**config.mk**
```make
export PLATFORM = sky130hd
export DESIGN_NAME = sram_req_scheduler_flat
export DESIGN_NICKNAME = d
export VERILOG_FILES = /design/src/rtl/sram_req_scheduler_if.sv /design/src/rtl/sram_req_scheduler.sv /design/src/flat_wrapper.sv
export SDC_FILE = /design/constraint.sdc
export NUM_CORES = 1
export LEC_CHECK = 0
export ABC_AREA = 1
export BUFFER_PORTS_ARGS = -buffer_cell sky130_fd_sc_hd__buf_2
export CAP_MARGIN = 20
export CORE_MARGIN = 2
export CORE_UTILIZATION = 25
export CTS_CLUSTER_DIAMETER = 50
export DETAILED_ROUTE_END_ITERATION = 16
export HOLD_SLACK_MARGIN = 0.05
export PLACE_DENSITY_LB_ADDON = 0.15
export RECOVER_POWER = 25
export SLEW_MARGIN = 40
export SYNTH_ARGS = -nofsm -noshare
export SYNTH_HDL_FRONTEND = slang
export SYNTH_SLANG_ARGS = --single-unit
```
**constraint.sdc**
```tcl
create_clock -name clk -period 8.9 [get_ports clk]
set_input_delay 0 -clock clk [delete_from_list [all_inputs] [get_ports clk]]
set_output_delay 0 -clock clk [all_outputs]
set_load 0.02 [all_outputs]
```
**src/rtl/sram_req_scheduler_if.sv**
```systemverilog
// Host request/response channel and SRAM-controller strobes of the request scheduler.
// master = host plus controller side, slave = scheduler.
interface sram_req_scheduler_if #(
  parameter int ADDR_WIDTH = 16,
  parameter int DATA_WIDTH = 8
);
  logic                  req_valid;
  logic                  req_ready;
  logic                  req_we;
  logic [ADDR_WIDTH-1:0] req_addr;
  logic [DATA_WIDTH-1:0] req_wdata;
  logic                  rsp_valid;
  logic [DATA_WIDTH-1:0] rsp_rdata;
  logic                  ctl_cs;
  logic                  ctl_we;
  logic                  ctl_oe;
  logic [ADDR_WIDTH-1:0] ctl_address;
  logic [DATA_WIDTH-1:0] ctl_data_o;
  logic                  ctl_data_oe;
  logic [DATA_WIDTH-1:0] ctl_rdata;
  logic                  busy;

  modport master (
    output req_valid, req_we, req_addr, req_wdata, ctl_rdata,
    input  req_ready, rsp_valid, rsp_rdata, ctl_cs, ctl_we, ctl_oe,
    input  ctl_address, ctl_data_o, ctl_data_oe, busy
  );

  modport slave (
    input  req_valid, req_we, req_addr, req_wdata, ctl_rdata,
    output req_ready, rsp_valid, rsp_rdata, ctl_cs, ctl_we, ctl_oe,
    output ctl_address, ctl_data_o, ctl_data_oe, busy
  );
endinterface

```
**src/rtl/sram_req_scheduler.sv**
```systemverilog
// Request FIFO plus a 4-state sequencer that issues one SRAM access per
// 3-cycle controller window and returns read data as a single-cycle pulse.
module sram_req_scheduler #(
  parameter int ADDR_WIDTH = 16,
  parameter int DATA_WIDTH = 8,
  parameter int FIFO_DEPTH = 4
) (
  input logic                 clk,
  input logic                 reset,
  sram_req_scheduler_if.slave bus
);
  localparam int PTR_W = $clog2(FIFO_DEPTH);
  localparam int CNT_W = PTR_W + 1;
  localparam int ENT_W = 1 + ADDR_WIDTH + DATA_WIDTH;
  localparam logic [CNT_W-1:0] FULL_CNT = CNT_W'(FIFO_DEPTH);

  typedef enum logic [1:0] {
    S_IDLE  = 2'd0,
    S_ISSUE = 2'd1,
    S_HOLD1 = 2'd2,
    S_HOLD2 = 2'd3
  } state_t;

  logic [ENT_W-1:0]      r_fifo [FIFO_DEPTH];
  logic [PTR_W-1:0]      r_wr_ptr;
  logic [PTR_W-1:0]      r_rd_ptr;
  logic [CNT_W-1:0]      r_count;
  state_t                r_state;
  logic                  r_cmd_we;
  logic                  r_cs;
  logic                  r_we;
  logic                  r_oe;
  logic [ADDR_WIDTH-1:0] r_addr;
  logic [DATA_WIDTH-1:0] r_data_o;
  logic                  r_data_oe;
  logic                  r_rsp_valid;
  logic [DATA_WIDTH-1:0] r_rsp_rdata;

  logic                  w_ready;
  logic                  w_push;
  logic                  w_pop;
  logic                  w_head_we;
  logic [ADDR_WIDTH-1:0] w_head_addr;
  logic [DATA_WIDTH-1:0] w_head_wdata;

  assign w_ready = (r_count != FULL_CNT);
  assign w_push  = bus.req_valid && w_ready;
  // Only entries already counted are visible here, so a same-edge push is never bypassed.
  assign w_pop   = ((r_state == S_IDLE) || (r_state == S_HOLD2)) && (r_count != {CNT_W{1'b0}});
  assign {w_head_we, w_head_addr, w_head_wdata} = r_fifo[r_rd_ptr];

  // Request FIFO storage, wrapping pointers and occupancy count
  always_ff @(posedge clk or posedge reset) begin
    if (reset) begin
      for (int i = 0; i < FIFO_DEPTH; i++) begin
        r_fifo[i] <= {ENT_W{1'b0}};
      end
      r_wr_ptr <= {PTR_W{1'b0}};
      r_rd_ptr <= {PTR_W{1'b0}};
      r_count  <= {CNT_W{1'b0}};
    end else begin
      if (w_push) begin
        r_fifo[r_wr_ptr] <= {bus.req_we, bus.req_addr, bus.req_wdata};
        r_wr_ptr         <= r_wr_ptr + PTR_W'(1);
      end
      if (w_pop) begin
        r_rd_ptr <= r_rd_ptr + PTR_W'(1);
      end
      case ({w_push, w_pop})
        2'b10:   r_count <= r_count + CNT_W'(1);
        2'b01:   r_count <= r_count - CNT_W'(1);
        default: r_count <= r_count;
      endcase
    end
  end

  // Access sequencer with registered controller strobes and read-data capture
  always_ff @(posedge clk or posedge reset) begin
    if (reset) begin
      r_state     <= S_IDLE;
      r_cmd_we    <= 1'b0;
      r_cs        <= 1'b0;
      r_we        <= 1'b0;
      r_oe        <= 1'b0;
      r_addr      <= {ADDR_WIDTH{1'b0}};
      r_data_o    <= {DATA_WIDTH{1'b0}};
      r_data_oe   <= 1'b0;
      r_rsp_valid <= 1'b0;
      r_rsp_rdata <= {DATA_WIDTH{1'b0}};
    end else begin
      r_cs        <= 1'b0;
      r_we        <= 1'b0;
      r_oe        <= 1'b0;
      r_rsp_valid <= 1'b0;
      case (r_state)
        S_IDLE:  r_state <= S_IDLE;
        S_ISSUE: r_state <= S_HOLD1;
        S_HOLD1: r_state <= S_HOLD2;
        S_HOLD2: begin
          // Controller read data is valid while we sit in HOLD2.
          if (!r_cmd_we) begin
            r_rsp_valid <= 1'b1;
            r_rsp_rdata <= bus.ctl_rdata;
          end
          r_state   <= S_IDLE;
          r_addr    <= {ADDR_WIDTH{1'b0}};
          r_data_o  <= {DATA_WIDTH{1'b0}};
          r_data_oe <= 1'b0;
        end
        default: begin
          r_state   <= S_IDLE;
          r_addr    <= {ADDR_WIDTH{1'b0}};
          r_data_o  <= {DATA_WIDTH{1'b0}};
          r_data_oe <= 1'b0;
        end
      endcase
      if (w_pop) begin
        r_state   <= S_ISSUE;
        r_cmd_we  <= w_head_we;
        r_cs      <= 1'b1;
        r_we      <= w_head_we;
        r_oe      <= !w_head_we;
        r_addr    <= w_head_addr;
        r_data_o  <= w_head_we ? w_head_wdata : {DATA_WIDTH{1'b0}};
        r_data_oe <= w_head_we;
      end
    end
  end

  assign bus.req_ready   = w_ready;
  assign bus.busy        = (r_state != S_IDLE) || (r_count != {CNT_W{1'b0}});
  assign bus.ctl_cs      = r_cs;
  assign bus.ctl_we      = r_we;
  assign bus.ctl_oe      = r_oe;
  assign bus.ctl_address = r_addr;
  assign bus.ctl_data_o  = r_data_o;
  assign bus.ctl_data_oe = r_data_oe;
  assign bus.rsp_valid   = r_rsp_valid;
  assign bus.rsp_rdata   = r_rsp_rdata;
endmodule

```
**src/flat_wrapper.sv**
```systemverilog
// flat-port wrapper written by rule: the top's interface ports become plain ports
module sram_req_scheduler_flat 
#(
  parameter int ADDR_WIDTH = 16,
  parameter int DATA_WIDTH = 8,
  parameter int FIFO_DEPTH = 4
)
  (clk, reset, bus_req_valid, bus_req_we, bus_req_addr, bus_req_wdata, bus_ctl_rdata, bus_req_ready, bus_rsp_valid, bus_rsp_rdata, bus_ctl_cs, bus_ctl_we, bus_ctl_oe, bus_ctl_address, bus_ctl_data_o, bus_ctl_data_oe, bus_busy);
  sram_req_scheduler_if #(.ADDR_WIDTH(ADDR_WIDTH), .DATA_WIDTH(DATA_WIDTH)) bus_i ();
  input logic clk;
  input logic reset;
  input wire logic [$bits(bus_i.req_valid)-1:0] bus_req_valid;
  input wire logic [$bits(bus_i.req_we)-1:0] bus_req_we;
  input wire logic [$bits(bus_i.req_addr)-1:0] bus_req_addr;
  input wire logic [$bits(bus_i.req_wdata)-1:0] bus_req_wdata;
  input wire logic [$bits(bus_i.ctl_rdata)-1:0] bus_ctl_rdata;
  output wire logic [$bits(bus_i.req_ready)-1:0] bus_req_ready;
  output wire logic [$bits(bus_i.rsp_valid)-1:0] bus_rsp_valid;
  output wire logic [$bits(bus_i.rsp_rdata)-1:0] bus_rsp_rdata;
  output wire logic [$bits(bus_i.ctl_cs)-1:0] bus_ctl_cs;
  output wire logic [$bits(bus_i.ctl_we)-1:0] bus_ctl_we;
  output wire logic [$bits(bus_i.ctl_oe)-1:0] bus_ctl_oe;
  output wire logic [$bits(bus_i.ctl_address)-1:0] bus_ctl_address;
  output wire logic [$bits(bus_i.ctl_data_o)-1:0] bus_ctl_data_o;
  output wire logic [$bits(bus_i.ctl_data_oe)-1:0] bus_ctl_data_oe;
  output wire logic [$bits(bus_i.busy)-1:0] bus_busy;
  assign bus_i.req_valid = bus_req_valid;
  assign bus_i.req_we = bus_req_we;
  assign bus_i.req_addr = bus_req_addr;
  assign bus_i.req_wdata = bus_req_wdata;
  assign bus_i.ctl_rdata = bus_ctl_rdata;
  assign bus_req_ready = bus_i.req_ready;
  assign bus_rsp_valid = bus_i.rsp_valid;
  assign bus_rsp_rdata = bus_i.rsp_rdata;
  assign bus_ctl_cs = bus_i.ctl_cs;
  assign bus_ctl_we = bus_i.ctl_we;
  assign bus_ctl_oe = bus_i.ctl_oe;
  assign bus_ctl_address = bus_i.ctl_address;
  assign bus_ctl_data_o = bus_i.ctl_data_o;
  assign bus_ctl_data_oe = bus_i.ctl_data_oe;
  assign bus_busy = bus_i.busy;
  sram_req_scheduler #(.ADDR_WIDTH(ADDR_WIDTH), .DATA_WIDTH(DATA_WIDTH), .FIFO_DEPTH(FIFO_DEPTH)) u_core (.clk(clk), .reset(reset), .bus(bus_i));
endmodule
```
* Word-level counts from Yosys, hierarchy flattened
Cells that the tools add are included.
** Cells by class
- Add/subtract/negate cells :: 4
- $mul :: 0
- Divide/modulo/power cells :: 0
- $lt $le $gt $ge :: 3
- Equal/unequal tests :: 6
- Shifts and indexed selects :: 0
- Multiplexer cells :: 21
- Bitwise logic cells :: 3
- Reductions and logical operators :: 13
** Operator list (count)
- bitwise mux 100 bit :: 1
- two-way mux 25 bit :: 3
- binary-select mux 25 bit (select 2 bit) :: 1
- demux 25 bit (select 2 bit) :: 1
- two-way mux 16 bit :: 2
- two-way mux 8 bit :: 3
- two-way mux 1 bit :: 7
- equality test 2 bit, second input constant :: 3
- >= comparator 3 bit, second input constant :: 2
- inverter 2 -> 3 bit :: 2
- one-hot mux 2 bit (3 select lines) :: 1
- one-hot mux 3 bit (2 select lines) :: 1
- nonzero test 2 bit :: 3
- adder 2 x 1 -> 2 bit, second input constant :: 2
- equality test 2 x 1 -> 1 bit, second input constant :: 2
- adder 3 x 1 -> 3 bit, second input constant :: 1
- logical AND 1 bit :: 3
- less-than comparator 3 x 1 -> 1 bit, second input constant :: 1
- inequality test 3 bit, second input constant :: 1
- nonzero test 3 bit :: 1
- subtractor 3 x 1 -> 3 bit, second input constant :: 1
- logical NOT 2 bit :: 1
- logical OR 1 bit :: 2
- two-way mux 2 bit :: 1
- other kinds (4) :: 4
** Storage, ports and cells
- Bits in registers :: 147
- Latch bits :: 0
- RAM bits :: 0
- ROM bits :: 0
- Input port bits :: 36
- Output and inout port bits :: 39
- Logic and storage cells :: 67
- Memories :: 0

* Depth between registers and ports, before layout
Gate-level depths: netlist of the first run.
- Depth after elaboration :: 6
- Gate-level depth with buffers :: 14
- Depth with buffers taken out :: 12

* Worst setup path before layout of the first run
OpenSTA, ideal clock, no wires.
- Kind :: register to register
- From :: register u_core.r_state[0]
- To :: register u_core.r_count[2]
- Library setup time :: 79 ps
- Arrival :: 2037 ps
- Data required time :: 8821 ps
- Path slack :: 6784 ps
- Stages on the path, launching flop included :: 15
- Path buffers :: 2
- Period minus slack after synthesis :: 2116 ps
- Cell sequence :: dfrtp_1 -> inv_1 -> ha_1 -> inv_1 -> nand2_2 -> inv_2 -> buf_6 -> buf_6 -> ha_1 -> inv_1 -> fa_1 -> nor2_1 -> nor2_1 -> nand2_1 -> xor2_1
** On the way
- Word-level cells in the longest chain between the ends :: 5
- Elaborated cells on any way between the ends :: 8
- Those cells by class :: eq/ne: 3; mux: 1; reduce/logical: 4
** RTL lines
- start, declared :: line sram_req_scheduler.sv:28 : state_t r_state;
- start signal, assigned :: line sram_req_scheduler.sv:80 : r_state <= S_IDLE;
- start signal, assigned :: line sram_req_scheduler.sv:96 : S_IDLE: r_state <= S_IDLE;
- start signal, assigned :: line sram_req_scheduler.sv:97 : S_ISSUE: r_state <= S_HOLD1;
- equality test 2 bit or logical NOT 2 bit (tied branches) :: line sram_req_scheduler.sv:49 : assign w_pop = ((r_state == S_IDLE) || (r_state == S_HOLD2)) && (r_count != {CNT_W{1'b0}});
- logical OR 1 bit * :: line sram_req_scheduler.sv:49
- logical AND 1 bit * :: line sram_req_scheduler.sv:49
- via u_core.w_pop :: line sram_req_scheduler.sv:41 : logic w_pop;
- equality test 2 x 1 -> 1 bit or equality test 2 bit (tied branches) :: line sram_req_scheduler.sv:69 : case ({w_push, w_pop})
- one-hot mux 3 bit (2 select lines) or nonzero test 2 bit (tied branches)
- end signal, assigned :: line sram_req_scheduler.sv:70 : 2'b10: r_count <= r_count + CNT_W'(1);
- end signal, assigned :: line sram_req_scheduler.sv:71 : 2'b01: r_count <= r_count - CNT_W'(1);
- end signal, assigned :: line sram_req_scheduler.sv:72 : default: r_count <= r_count;
- end, declared :: line sram_req_scheduler.sv:27 : logic [CNT_W-1:0] r_count;
Mark *: on every way through the listed nets, which the timed path passes. The rest lies on a longest branch.
A chain may end at the register's enable or synchronous reset.

==> run_results.csv, run 1 <==
group,metric,value,unit
outcome,outcome,"finished, violations left",
outcome,violations,"capacitance limit, slew limit",
worst_hold_path,hold_path.class,"primary input to flop",
layout,final_area,8310,um2
layout,areaGrowthSynthToFinish,21.5,%
setup_path,cp_num_buf_inv,4,
yosys,synth-main-ff-cell,"dfrtp_1",
yosys,netlist_top_cells_count,"nand2_1 (354), dfrtp_1 (147), o21ai_0 (78)",
timing,rsz0062_at_grt,"false",
route,dr.pass1.iters,4,
clocking,htreeDepth,4,
yosys,yosysMostFrequentCell,"nand2_1",
timing,slew_violations,82,
placed_design,place.gp.congestion,0.674,
floorplan,start_util,25.4,%
pwr,ir_drop,170,uV
setup_path,cp.arrival,3.48,ns
timing,fmax,335,MHz
clocking,cts_buffer_depth,2,
setup_path,start_kind,"primary input",
placed_design,io_buffer_count,74,
clocking,cts_resized,0,
layout,nets,942,
route,drt_iter0_drc,357,
pwr,p_sw,1.40,mW
yosys,syn_avg_cell_area,8.45,um2
timing,setup_viol,0,
global_route,antenna_found_initial,0,
setup_path,max_stage_delay,2.07,ns
pwr,sw_frac_of_total,42.4,%
global_route,grt_max_degree,82,
timing,finalSetupTns,0,ns
setup_path,r2r_start,"u_core.r_state[0]$_DFF_PP0_",
global_route,track_usage,14.2,%
yosys,synth_seq_area_share,53.8,%
setup_path,end_kind,"async pin",
timing,min_period,2.99,ns
clocking,path_clk_slew,0.06,ns
clocking,clk_latency,0.42,ns
layout,finalNonFillerCells,1251,
timing,finalHoldViolations,0,
yosys,synthCells,809,
timing,relSlewSlack,-149,%
route,via_count,5347,
clocking,clock_sink_count,147,
layout,n_antenna_cell,0,
floorplan,die_w,169,um
yosys,yosys_warnings,0,
floorplan,die_y,169,um
timing,tightest_slew,3.71,ns
clocking,root_buffer,"clkbuf_16",
floorplan,die_area,28700,um2
setup_path,slowest_stage,"clkinvlp_2",
yosys,yosys.area.top_type,"dfrtp_1",
yosys,synth-edff-count,0,
timing,min_period_over_period,33.6,%
setup_path,worstSetupPathType,"primary input to async pin",
timing,skew,0.00976,ns
pwr,pwr-share-clk,23.8,%
clocking,cts_made_buffers,17,
pwr,combinationalPowerShare,42.4,%
yosys,synthTopCellsByArea,"dfrtp_1 (54%), nand2_1 (19%), o21ai_0 (5.7%)",
placed_design,place_hpwl,11100,um
route,drc,0,
floorplan,core_area,26900,um2
floorplan,num_rows,60,
clocking,cts_tree,"built",
pwr,internal-power,1.90,mW
global_route,grt_remaining_overflow,0,
route,antenna_left,0,
pwr,power_frac_seq,33.8,%
layout,drive_gt1_share,14.6,%
yosys,synthesis.area,6840,um2
worst_hold_path,hp-start,"bus_req_valid",
route,wl_per_cell,15.3,um
yosys,synth_top_area_share,53.8,%
setup_path,cp_max_fo,81,
placed_design,place_inst,1185,
flow_run,max-cap-violations,1,
timing,hold_ws,0.287,ns
global_route,grt_pass1_vias,5407,
yosys,async_flop_share,100,%
yosys,synth_cell_types,29,
setup_path,crit_family,"buffers and inverters",
global_route,grt_pass1_wl,31200,um
setup_path,worstSetupStartpoint,"reset",
route,wl,19100,um
pwr,p_leak,4.21,nW
yosys,syn_nets,854,
setup_path,required,9.40,ns
pwr,power_density,398,nW/um2
floorplan,ios,75,
yosys,synth_seq_cells,147,
setup_path,path_cells,"dlygate4sd3_1 > clkbuf_1 > clkinvlp_2 > buf_6",
route,viasPerCell,4.27,
placed_design,place_area,7340,um2
layout by cell type, fill, tap and decap left out, drive strengths merged:
| cell | n |
|---|---|
| a21oi | 1 |
| buf | 76 |
| bufinv | 5 |
| clkbuf | 25 |
| clkinv | 4 |
| clkinvlp | 3 |
| dfrtp | 147 |
| dlygate4sd3 | 34 |
| fa | 1 |
| ha | 8 |
| inv | 54 |
| nand2 | 358 |
| nand3 | 76 |
| nor2 | 11 |
| o21ai | 102 |
| or2 | 1 |
| xnor2 | 1 |
| xor2 | 3 |
layer usage:
metal	up-vias	wire, um	GRT usage, %
met1	2525	9380	19.3
met3	12	658	3.06
met2	84	8930	23.0
met4	0	174	3.72
li1	2726	-	-
met5	-	0	0
worst reg2reg max path, stage by stage, from the launching register on:
cell and delay [ns]:
dfrtp_1 0.35, inv_1 0.06, ha_1 0.30, inv_1 0.07, nand2_2 0.09, inv_2 0.52, ha_1 0.26, inv_1 0.07
fa_1 0.38, nor2_1 0.11, nor2_1 0.04, nand2_1 0.06, xor2_1 0.13
metrics by stage:
| stage | power (mW) | util [%] | worst slack [ns] |
|---|---|---|---|
| 2_1_floorplan | 2.20 | - | 4.95 |
| 3_3_place_gp | 2.55 | 27.3 | 6.40 |
| 3_5_place_dp | 2.56 | 27.3 | 6.35 |
| 4_1_cts | 3.37 | 30.9 | 6.34 |
| 5_1_grt | 3.61 | 30.9 | 5.21 |
| 6_report | 3.30 | 30.9 | 5.91 |
path summary, 6_finish.rpt:
path | endpoint | slack [ns] | cells past startpoint
hold / removal | u_core.r_fifo[86]$_DFFE_PP0P_ | 0.29 | 4
setup reg to reg | u_core.r_count[2]$_DFFE_PP0P_ | 6.38 | 12
min in group asynchronous | u_core.bus.ctl_we$_DFF_PP0_ | 1.20 | 3
setup / recovery | u_core.r_fifo[19]$_DFFE_PP0P_ | 5.91 | 4
hold reg to reg | u_core.bus.rsp_rdata[4]$_DFFE_PP0P_ | 0.47 | 2
max in group clk | u_core.r_count[2]$_DFFE_PP0P_ | 6.38 | 12
cell families after synthesis:
| kind of cell | Yosys count | share of synthesized area [%] |
|---|---|---|
| buf+inv | 100 | 8.07 |
| xor+xnor | 4 | 0.623 |
| flops | 147 | 53.8 |
| fa+ha+maj | 9 | 1.76 |
| compound gates | 103 | 8.15 |
| simple gates | 446 | 27.6 |
flip-flops by register name, indices dropped and copies added (netlist names), 2 cells and up:
name	cells
u_core.bus.ctl_address	16
u_core.bus.ctl_data_o	8
u_core.bus.rsp_rdata	8
u_core.r_count	3
u_core.r_fifo	100
u_core.r_rd_ptr	2
u_core.r_state	2
u_core.r_wr_ptr	2
power by group through the flow:
stage	clock network, mW	registers, mW	logic [mW]
after floorplan	0	1.18	1.01
after global placement	0	1.13	1.42
after detailed placement	0	1.13	1.43
after CTS	0.804	1.12	1.45
after global routing	0.835	1.16	1.62
final	0.786	1.12	1.40
final cells by class:
class	count	area, um2
well taps	341	427
clock inverters	10	180
flip-flops and latches	147	3680
fillers	2937	18600
multi-input cells	562	2610
repair buffers	113	748
inverters	56	213
clock buffers	22	454
timing repair:
action,CTS,global route
buffers inserted,0,0
hold buffers,34,0
endpoints found under the hold margin,188,0
setup endpoints to repair,0,0
No activity file was read; power rests on OpenSTA's default activity.
==> inputs of run 2 (changes only) <==
Clock period 8.9 ns to 2.7 ns, I/O delays scaled along.
==> run 2 against run 1 <==
  * Clock power grew to 3.2 times the previous value
  * Largest power group unchanged
  * Cell area rose by 0.57%
  * Sequential power grew to 3.3 times the previous value
  * Global-route usage rose by 0.13 points
  * Register-to-register slack lost 5.7 ns
  * Critical path depth is 5 higher
  * Worst setup slack got worse by 5.3 ns
  * Die area unchanged
  * The run still ends with capacitance limit, slew limit left
  * Non-clock buffer count increased by 10
  * Utilization up 0.18 points
==> run_results.csv, run 2 (synthesis gave the netlist of run 1 again) <==
group,metric,value,unit
outcome,outcome,"finished, violations left",
outcome,violations,"capacitance limit, slew limit",
clocking,htreeDepth,4,
setup_path,rr_worst_depth,9,
clocking,cts_made_buffers,17,
global_route,grt_max_degree,148,
setup_path,r2r_start,"u_core.r_state[1]$_DFF_PP0_",
setup_path,end_kind,"flop",
worst_hold_path,min_path_cells,4,
setup_path,r2r_end,"u_core.bus.ctl_address[14]$_DFFE_PP0P_",
floorplan,die_y,169,um
worst_hold_path,hp-start,"bus_req_valid",
layout,final_common_cell,"nand2_1",
floorplan,start_util,25.4,%
timing,hold_ws,0.114,ns
timing,slew_violations,67,
pwr,pwr-share-clk,22.8,%
route,antenna_left,0,
layout,utilization,31.1,%
clocking,root_buffer,"clkbuf_16",
timing,tightest_slew,1.76,ns
route,dr.pass1.iters,4,
timing,min_period,2.04,ns
setup_path,cp_num_cells,9,
clocking,post_cts_buffers,0,
flow_run,max-cap-violations,1,
pwr,power_density,1300,nW/um2
pwr,internal-power,6.18,mW
route,wl,19500,um
timing,worst_slack,0.661,ns
route,via_count,5419,
layout,largest_reg_flops,100,
setup_path,cp.arrival,2.40,ns
clocking,path_clk_slew,0.06,ns
layout,final_cell_mix,"nand2_1 (354), dfrtp_1 (147), o21ai_0 (78), nand3_1 (76), buf_2 (57)",
setup_path,reg2reg_setup_slack,0.66,ns
timing,setup_viol,0,
setup_path,worstSetupPathType,"flop to flop",
setup_path,slowest_stage,"nor2_4",
placed_design,io_buffer_count,74,
route,drt_iter0_drc,419,
global_route,grt_remaining_overflow,0,
layout,regMostFlops,"u_core.r_fifo",
timing,skew,0.0115,ns
pwr,p_leak,4.20,nW
clocking,clk_latency,0.43,ns
floorplan,ios,75,
placed_design,place.gp.congestion,0.709,
global_route,track_usage,14.3,%
global_route,grt_pass1_wl,31400,um
pwr,power_frac_seq,34.1,%
timing,finalSetupTns,0,ns
floorplan,die_w,169,um
layout,nets,952,
global_route,grt_pass1_vias,5497,
clocking,cts_tree,"built",
global_route,antenna_found_initial,0,
worst_hold_path,hold_path.class,"primary input to flop",
setup_path,required,3.06,ns
setup_path,cp_num_buf_inv,4,
placed_design,place_hpwl,11600,um
timing,relSlewSlack,-17.1,%
floorplan,num_rows,60,
pwr,combinationalPowerShare,43.2,%
placed_design,dp_slack,0.607,ns
setup_path,path_cells,"inv_1 > ha_1 > inv_1 > nand2_2 > inv_2 > buf_4 > nor2_4 > nand2_1 > nand2_1",
clocking,cts_buffer_depth,2,
layout,drive_gt1_share,14.2,%
pwr,p_sw,4.70,mW
setup_path,max_stage_delay,0.57,ns
clocking,clock_sink_count,147,
route,drc,0,
worst_hold_path,hold_end,"u_core.r_fifo[86]$_DFFE_PP0P_",
layout,areaGrowthSynthToFinish,22.2,%
route,viasPerCell,4.30,
setup_path,crit_family,"simple AND/OR/NAND/NOR gates",
pwr,sw_frac_of_total,43.2,%
setup_path,cp_max_fo,29,
layout,n_antenna_cell,0,
timing,fmax,490,MHz
pwr,finalPower,10.9,mW
setup_path,start_kind,"flop",
floorplan,die_area,28700,um2
timing,min_period_over_period,75.5,%
floorplan,core_area,26900,um2
timing,rsz0062_at_grt,"false",
route,wl_per_cell,15.4,um
pwr,ir_drop,501,uV
timing,finalHoldViolations,0,
[run 2: worst min-delay path: stages]
cell,delay (ns)
buf_2,0.13
nand2_8,0.25
o21ai_2,0.07
nand2_1,0.05
[run 2: how the worst max path moves through the flow]
stage / start / to / slack, ns
floorplan: u_core.r_state[0]$_DFF_PP0_ / u_core.r_count[2]$_DFFE_PP0P_ / 0.58
global placement: u_core.r_state[1]$_DFF_PP0_ / u_core.bus.ctl_data_o[0]$_DFFE_PP0P_ / 0.69
detailed placement: u_core.r_state[1]$_DFF_PP0_ / u_core.bus.ctl_data_o[0]$_DFFE_PP0P_ / 0.61
CTS: u_core.r_state[1]$_DFF_PP0_ / u_core.bus.ctl_data_o[0]$_DFFE_PP0P_ / 0.59
global route: reset / u_core.r_fifo[18]$_DFFE_PP0P_ / 0.44
finish: u_core.r_state[1]$_DFF_PP0_ / u_core.bus.ctl_address[14]$_DFFE_PP0P_ / 0.66
[run 2: final cells by class]
cell class	instances	area (um2)
timing repair buffer	123	820
sequential	147	3680
multi-input combinational	562	2610
clock inverter	12	153
inverter	56	214
clock buffer	20	457
fill	2963	18500
tap	341	427
[run 2: through the flow]
stage / instances / cell area [um2]
2_1_floorplan: 809 / 6840
3_3_place_gp: 1194 / 7410
3_5_place_dp: 1194 / 7410
4_1_cts: 1260 / 8360
5_1_grt: 1261 / 8350
6_report: 1261 / 8350
[run 2: power groups by stage]
stage          Clock [mW]  Sequential, mW  Combinational, mW
3_3_place_gp            0            3.75               4.76
4_1_cts              2.54            3.72               4.86
3_5_place_dp            0            3.75               4.82
5_1_grt              2.64            3.83               5.39
6_report             2.48            3.71               4.69
2_1_floorplan           0            3.90               3.33
[run 2: layer usage]
metal	vias up	global-route usage [%]	share of wire [%]
met3	15	2.89	3.3
met1	2580	19.3	49
met5	-	0	0
met4	0	3.79	1.0
met2	87	23.5	47
li1	2737	-	-
[run 2: timing repair]
| action | CTS | global route |
|---|---|---|
| resized for setup | 0 | 0 |
| hold buffers | 34 | 0 |
| hold endpoints to repair | 255 | 0 |
| setup endpoints to repair | 0 | 0 |
